$ cat config.mk
export PLATFORM = sky130hd
export DESIGN_NAME = lane_gearbox_ser
export DESIGN_NICKNAME = d
export VERILOG_FILES = /design/src/rtl/lane_gearbox_ser.sv
export SDC_FILE = /design/constraint.sdc
export NUM_CORES = 1
export LEC_CHECK = 0
export BUFFER_PORTS_ARGS = -buffer_cell sky130_fd_sc_hd__buf_2
export CORE_ASPECT_RATIO = 0.9
export CORE_MARGIN = 2
export CORE_UTILIZATION = 35
export DETAILED_ROUTE_END_ITERATION = 10
export SYNTH_ARGS = -nofsm -noshare
export SYNTH_HDL_FRONTEND = slang
export SYNTH_SLANG_ARGS = --single-unit
$ cat constraint.sdc
create_clock -name clk -period 9.49 [get_ports clk]
set_input_delay 1.898 -clock clk [delete_from_list [all_inputs] [get_ports clk]]
set_output_delay 1.898 -clock clk [all_outputs]
set_load 0.05 [all_outputs]
$ cat src/rtl/lane_gearbox_ser.sv
// lane_gearbox_ser: multi-lane TX gearbox splitting buffered words into OUT_W-bit beats with framing, idle fill and underrun flag
module lane_gearbox_ser #(
  parameter int NUM_LANES  = 4,
  parameter int DATA_W     = 32,
  parameter int OUT_W      = 4,
  parameter int FIFO_DEPTH = 2
) (
  input  logic                       clk,
  input  logic                       rst,
  input  logic                       en,
  input  logic                       msb_first,
  input  logic [OUT_W-1:0]           idle_pattern,
  input  logic                       in_valid,
  output logic                       in_ready,
  input  logic [NUM_LANES*DATA_W-1:0] in_data,
  output logic                       out_valid,
  output logic [NUM_LANES*OUT_W-1:0] out_data,
  output logic                       underrun,
  output logic [15:0]                frame_cnt
);
  localparam int RATIO = DATA_W / OUT_W;
  localparam int BW = RATIO > 1 ? $clog2(RATIO) : 1;
  localparam int PW = FIFO_DEPTH > 1 ? $clog2(FIFO_DEPTH) : 1;
  localparam int CW = $clog2(FIFO_DEPTH + 1);
  localparam int LW = NUM_LANES * DATA_W;
  localparam int OW = NUM_LANES * OUT_W;
  localparam logic [BW-1:0] LAST = BW'(RATIO - 1);
  localparam logic [PW-1:0] PTR_LAST = PW'(FIFO_DEPTH - 1);

  logic [LW-1:0] mem_q [FIFO_DEPTH];
  logic [PW-1:0] wr_q, rd_q;
  logic [CW-1:0] cnt_q;
  logic [BW-1:0] beat_q, beat_d;
  logic [LW-1:0] sh_q, sh_d, head, ld;
  logic [OW-1:0] od_q, od_d;
  logic          ov_q, ov_d, ur_q, ur_d;
  logic [15:0]   fc_q, fc_d;
  logic          push, pop, bnd;

  assign in_ready  = !rst && (cnt_q < CW'(FIFO_DEPTH));
  assign push      = in_valid && in_ready;
  assign bnd       = en && (beat_q == LAST);
  assign pop       = bnd && (cnt_q != '0);
  assign head      = mem_q[rd_q];
  assign out_valid = ov_q;
  assign out_data  = od_q;
  assign underrun  = ur_q;
  assign frame_cnt = fc_q;

  // load word is bit-reversed per lane in MSB mode so beats are always taken from the low end
  always_comb begin
    ld = '0;
    for (int l = 0; l < NUM_LANES; l++)
      for (int i = 0; i < DATA_W; i++)
        ld[l*DATA_W+i] = msb_first ? head[l*DATA_W+DATA_W-1-i] : head[l*DATA_W+i];
  end

  // next beat: abort on en low, load at a boundary with data, otherwise shift or idle
  always_comb begin
    beat_d = !en ? LAST : bnd ? '0 : beat_q + BW'(1);
    ov_d   = !en ? 1'b0 : bnd ? pop : ov_q;
    ur_d   = bnd && !pop && ov_q;
    fc_d   = (pop && fc_q != 16'hFFFF) ? fc_q + 16'd1 : fc_q;
    sh_d   = '0;
    od_d   = '0;
    for (int l = 0; l < NUM_LANES; l++) begin
      sh_d[l*DATA_W +: DATA_W] = pop ? ld[l*DATA_W +: DATA_W] >> OUT_W : sh_q[l*DATA_W +: DATA_W] >> OUT_W;
      od_d[l*OUT_W +: OUT_W]   = !ov_d ? idle_pattern : pop ? ld[l*DATA_W +: OUT_W] : sh_q[l*DATA_W +: OUT_W];
    end
  end

  // FIFO storage needs no reset; pushes are blocked while rst is high
  always_ff @(posedge clk) begin
    if (push) mem_q[wr_q] <= in_data;
  end

  // FIFO pointers, beat counter and registered outputs
  always_ff @(posedge clk) begin
    if (rst) begin
      wr_q   <= '0;
      rd_q   <= '0;
      cnt_q  <= '0;
      beat_q <= LAST;
      ov_q   <= 1'b0;
      od_q   <= {NUM_LANES{idle_pattern}};
      ur_q   <= 1'b0;
      fc_q   <= '0;
      sh_q   <= '0;
    end else begin
      if (push) wr_q <= (wr_q == PTR_LAST) ? '0 : wr_q + PW'(1);
      if (pop) rd_q <= (rd_q == PTR_LAST) ? '0 : rd_q + PW'(1);
      cnt_q  <= cnt_q + CW'(push) - CW'(pop);
      beat_q <= beat_d;
      ov_q   <= ov_d;
      od_q   <= od_d;
      ur_q   <= ur_d;
      fc_q   <= fc_d;
      sh_q   <= sh_d;
    end
  end
endmodule

Word-level counts from Yosys, hierarchy flattened

Memories as Yosys holds them, arrays and structs flattened. A register that Yosys moved wholly into a read port is not among the register bits.
Index checks and enable logic that the tools add are counted.

Order comparisons: 1
Add/sub/neg operators: 6
Bitwise operators: 1
Reduce and logical (&&, ||, !) cells: 11
Eq/ne operators: 2
Muxes and demuxes: 150

Operator list:

| operator                                                        | number |
|---|---|
| 1-bit 2-to-1 mux                                                | 136 |
| 28-bit 2-to-1 mux                                               | 4 |
| 4-bit 2-to-1 mux                                                | 8 |
| 16-bit by 1-bit adder with 16-bit output, second input constant | 1 |
| 16-bit 2-to-1 mux                                               | 1 |
| 16-bit != test, second input constant                           | 1 |
| 1-bit logical AND                                               | 7 |
| 3-bit by 1-bit adder with 3-bit output, second input constant   | 1 |
| 3-bit == test, second input constant                            | 1 |
| 3-bit 2-to-1 mux                                                | 1 |
| 1-bit adder, second input constant                              | 2 |
| 2-bit by 1-bit adder with 2-bit output                          | 1 |
| 1-bit zero test                                                 | 2 |
| 2-bit less-than comparator, second input constant               | 1 |
| 2-bit nonzero test                                              | 1 |
| 2-bit OR reduction                                              | 1 |
| 2-bit by 1-bit subtractor with 2-bit output                     | 1 |
| 1-bit inverter                                                  | 1 |

Bits in registers: 169
RAM bits: 256
Logic and storage cells: 181
Input bits: 137
Memories kept: 1

Memory list:

| name  | words | bits a word | read ports | clocked after memory_dff | wr ports | line | RTL |
|---|---|---|---|---|---|---|---|
| mem_q | 2     | 128         | 1          | 1                        | 1        | 30   | `logic [LW-1:0] mem_q [FIFO_DEPTH];` |

Depth between registers and ports, before layout

Word-level depth: 7
Mapped depth: 9

Worst setup path before layout

OpenSTA, ideal clock, no wires.

Path kind: input-to-reg
From: in rst
To: mem mem_q[0][0] in the netlist's numbering, enable pin
Arrival time: 8.177 ns
Setup slack: 0.695 ns
Cell stages on the path: 3
Cell sequence: nor2_1 -> nand2_1 -> nor2_1

Longest elaborated chain between the ends: 5

RTL lines:

| element                                | line | RTL |
|---|---|---|
| start, declared                        | 9    | `input logic rst,` |
| 1-bit zero test                        | 40   | `assign in_ready = !rst && (cnt_q < CW'(FIFO_DEPTH));` |
| 1-bit logical AND                      | 40   |  |
| 1-bit logical AND                      | 41   | `assign push = in_valid && in_ready;` |
| 1-bit 2-to-1 mux                       | 74   | `if (push) mem_q[wr_q] <= in_data;` |
| 1-bit 2-to-1 mux (not written as such) | 74   |  |
| end, declared                          | 30   |  |

No other way between the ends.

Worst setup path in the final report

From: in rst
To: out in_ready

Longest elaborated chain between the ends: 2

RTL lines:

| element           | line | RTL |
|---|---|---|
| 1-bit zero test   | 40   |  |
| 1-bit logical AND | 40   |  |
| end, declared     | 14   | `output logic in_ready,` |

No other way between the ends.

==> reports/qor.txt <==
run status = finished clean
die height = 208 um
CTS Hold Buffers Added = 0
CP Capture Type = output pin
post-CTS sizing = 0
Max Slew Vio Count = 0
CP Class = primary input to output pin
Yosys warning count = 0
Vias = 9511
synthesized area = 16200 um2
first-pass GRT wire length = 55.9 mm
Iter 0 DRT Violations = 641
leakage power = 6.27 nW
Final #Nets = 1374
Synthesized Nets = 1216
vias in the first global route = 9809
Critical Path Start Type = primary input
RePlAce Congestion = 0.749
unrepaired setup endpoints after global routing = false
Seq/Total Area, Yosys = 0.667
initial antenna violation count = 4
maximum vdd drop = 0.158 mV
Setup Skew = 0.0146 ns
Worst Path Buf+Inv = 2
CTS max path bufs = 3
footprint of the multi-input gates = 5110 um2
worst slack, placed = 4.61 ns
#FFs+latches synth = 410
total grt overflow = 0
post-DP HPWL = 22.4 mm
Largest stage delay, worst path = 0.33 ns
Setup TNS = 0 ns
ANT nets after route = 0
share of post-route cells with drive strength above 1 = 0.306
Core ar. = 45500 um2
post-synth cell types = 35
# setup viols final = 0
Main synth FF type = edfxtp_1
DRC = 0
H-tree depth = 2
Syn-to-layout area delta = 18.2%
worst slew pin tran = 1.15 ns
Root Buffer = clkbuf_16
slowest cell on the critical path = nor2_1
Top Ports = 172
Cells after Synth = 1075
Fin. Hold Viols = 0
Via density = 5.06
Max Clk Rate = 212 MHz
routed wire length = 35.6 mm
Post-Place Cells = 1795
num rows = 74
Slew headroom = 0.234
die width = 230 um
CTS tree = built
Final Non-Filler Cells = 1878
cell area power density = 218 nW/um2
Clock transition at path regs = 0.06 ns
Final Cycle Share = 0.497
Post-synth ARST share = 0
pin count of the biggest net entering global routing = 88
# fillers = 4112
cts bufs inserted = 44
number of synthesized flops with an enable pin = 256
sequential standard cell area = 10800 um2
Hold Crit Class = flip-flop to flip-flop
CP cell instances = buf_4 > nor2_1 > buf_2
Initial Util = 0.355
Clk Latency, worst-skew pair = 0.57 ns
PortBufs = 171
WL/cell = 18.9 um
Min Clock Period, post-route = 4.72 ns
CP delay by family, top = buffers and inverters
Avg Inst Size Synth = 15.0 um2
Final Worst Setup Slack = 4.77 ns
worst-path fanout max = 47
Max-Cap Viols = 0
clock sinks = 410
WP data arrival = 2.82 ns
first drt pass iteration count = 5
Worst Path Required = 7.59 ns
# Post-CTS Setup Buffers = 0
total track usage = 0.151
DIE AREA = 47900 um2
## routing by layer
metal  vias to the layer above  wire length, um  global-route usage  part of all wire
li1                       4411                -                   -                 -
met1                      4784            15500               0.203              0.43
met2                       259            17100               0.246              0.48
met3                        53             2330              0.0337             0.065
met4                         4              664              0.0456             0.019
met5                         -               23                   0           0.00065
## sequential cells by signal, summed over array words and instances (netlist names), named ones only
name,count
mem_q,256
out_data,16
cnt_q,2
rd_q,1
frame_cnt,16
out_valid,1
sh_q,112
wr_q,1
underrun,1
beat_q,3
## cell type report
cell class | instances | share of cell area
flip-flops and latches | 410 | 0.564
multi-input cells | 590 | 0.268
clock buffers | 59 | 0.0638
repair buffers | 183 | 0.0498
well taps | 608 | 0.0398
clock inverters | 23 | 0.0135
inverters | 4 | 0.000786
diodes | 1 | 0.000131
## logic make-up after synthesis
| group | count (synthesis) | synth area share |
|---|---|---|
| simple gates | 303 | 0.0808 |
| flops | 410 | 0.667 |
| buf+inv | 75 | 0.0184 |
| xor+xnor | 4 | 0.00217 |
| fa+ha+maj | 4 | 0.00310 |
| compound gates | 150 | 0.0498 |
| mux | 129 | 0.179 |
## report_power, final
| group | switching, mW | internal (mW) | total (mW) |
|---|---|---|---|
| clock | 0.692 | 1.04 | 1.73 |
| combinational | 0.216 | 0.167 | 0.383 |
| sequential | 0.0446 | 1.99 | 2.04 |
## path summary, 6_finish.rpt
| path | startpoint | endpoint | slack (ns) | cells past startpoint |
|---|---|---|---|---|
| hold reg to reg | sh_q[16]$_SDFF_PP0_ | sh_q[12]$_SDFF_PP0_ | 0.43 | 2 |
| setup / recovery | rst | in_ready | 4.77 | 3 |
| setup reg to reg | cnt_q[1]$_SDFF_PP0_ | mem_q[0][43]$_DFFE_PP_ | 6.50 | 5 |
| hold / removal | sh_q[16]$_SDFF_PP0_ | sh_q[12]$_SDFF_PP0_ | 0.43 | 2 |
## metrics by stage
step | instance area [um2] | total power [mW] | util | hold slack [ns]
floorplan | 16200 | 2.35 | - | 0.417
global placement | 17600 | 2.46 | 0.387 | 0.424
detailed placement | 17600 | 2.47 | 0.387 | 0.424
CTS | 19100 | 4.22 | 0.420 | 0.433
global route | 19100 | 4.33 | 0.420 | 0.448
finish | 19100 | 4.15 | 0.420 | 0.432
## synthesized netlist by cell type, types with 2 or more instances
library cell | number | area (um2)
xnor2_1 | 4 | 35.0
clkbuf_1 | 45 | 169
nor2b_1 | 22 | 138
nand4_1 | 8 | 50.1
o31ai_1 | 5 | 37.5
nor3b_1 | 2 | 15.0
edfxtp_1 | 256 | 7690
buf_1 | 13 | 48.8
nand2_1 | 230 | 863
a21oi_1 | 108 | 541
or4_1 | 3 | 22.5
and3_1 | 2 | 12.5
nand2b_1 | 2 | 12.5
nor2_1 | 12 | 45.0
dfxtp_1 | 154 | 3080
o21ai_0 | 14 | 70.1
a31oi_1 | 17 | 106
mux4_2 | 128 | 2880
buf_2 | 13 | 65.1
nand3_1 | 4 | 20.0
o211ai_1 | 2 | 15.0
inv_1 | 4 | 15.0
or3_1 | 9 | 56.3
nor4_1 | 2 | 12.5
nor3_1 | 2 | 10.0
ha_1 | 4 | 50.1
and4_1 | 2 | 17.5
## cells in the final DEF, fill, tap and decap left out, drive strengths merged, types with 2 or more instances in the layout
master	instances
nor2	12
nand2	230
or4	4
nor4	2
a21oi	108
and4	2
or3	9
o31ai	5
mux4	128
and3	2
clkinv	11
clkbuf	59
o211ai	2
nand3	4
clkinvlp	5
nand4	8
buf	183
a31oi	17
o21ai	14
nor2b	22
edfxtp	256
nor3b	2
xnor2	4
nand2b	2
dfxtp	154
ha	4
nor3	2
bufinv	5
inv	6
## worst register-to-register path: stages (launching register included)
cell and delay (ns):
dfxtp_1 0.37, nor2_1 0.30, nand2_1 0.18, nor2_4 0.10
buf_4 0.61, buf_4 0.94
(Power assumes the default switching activity.)
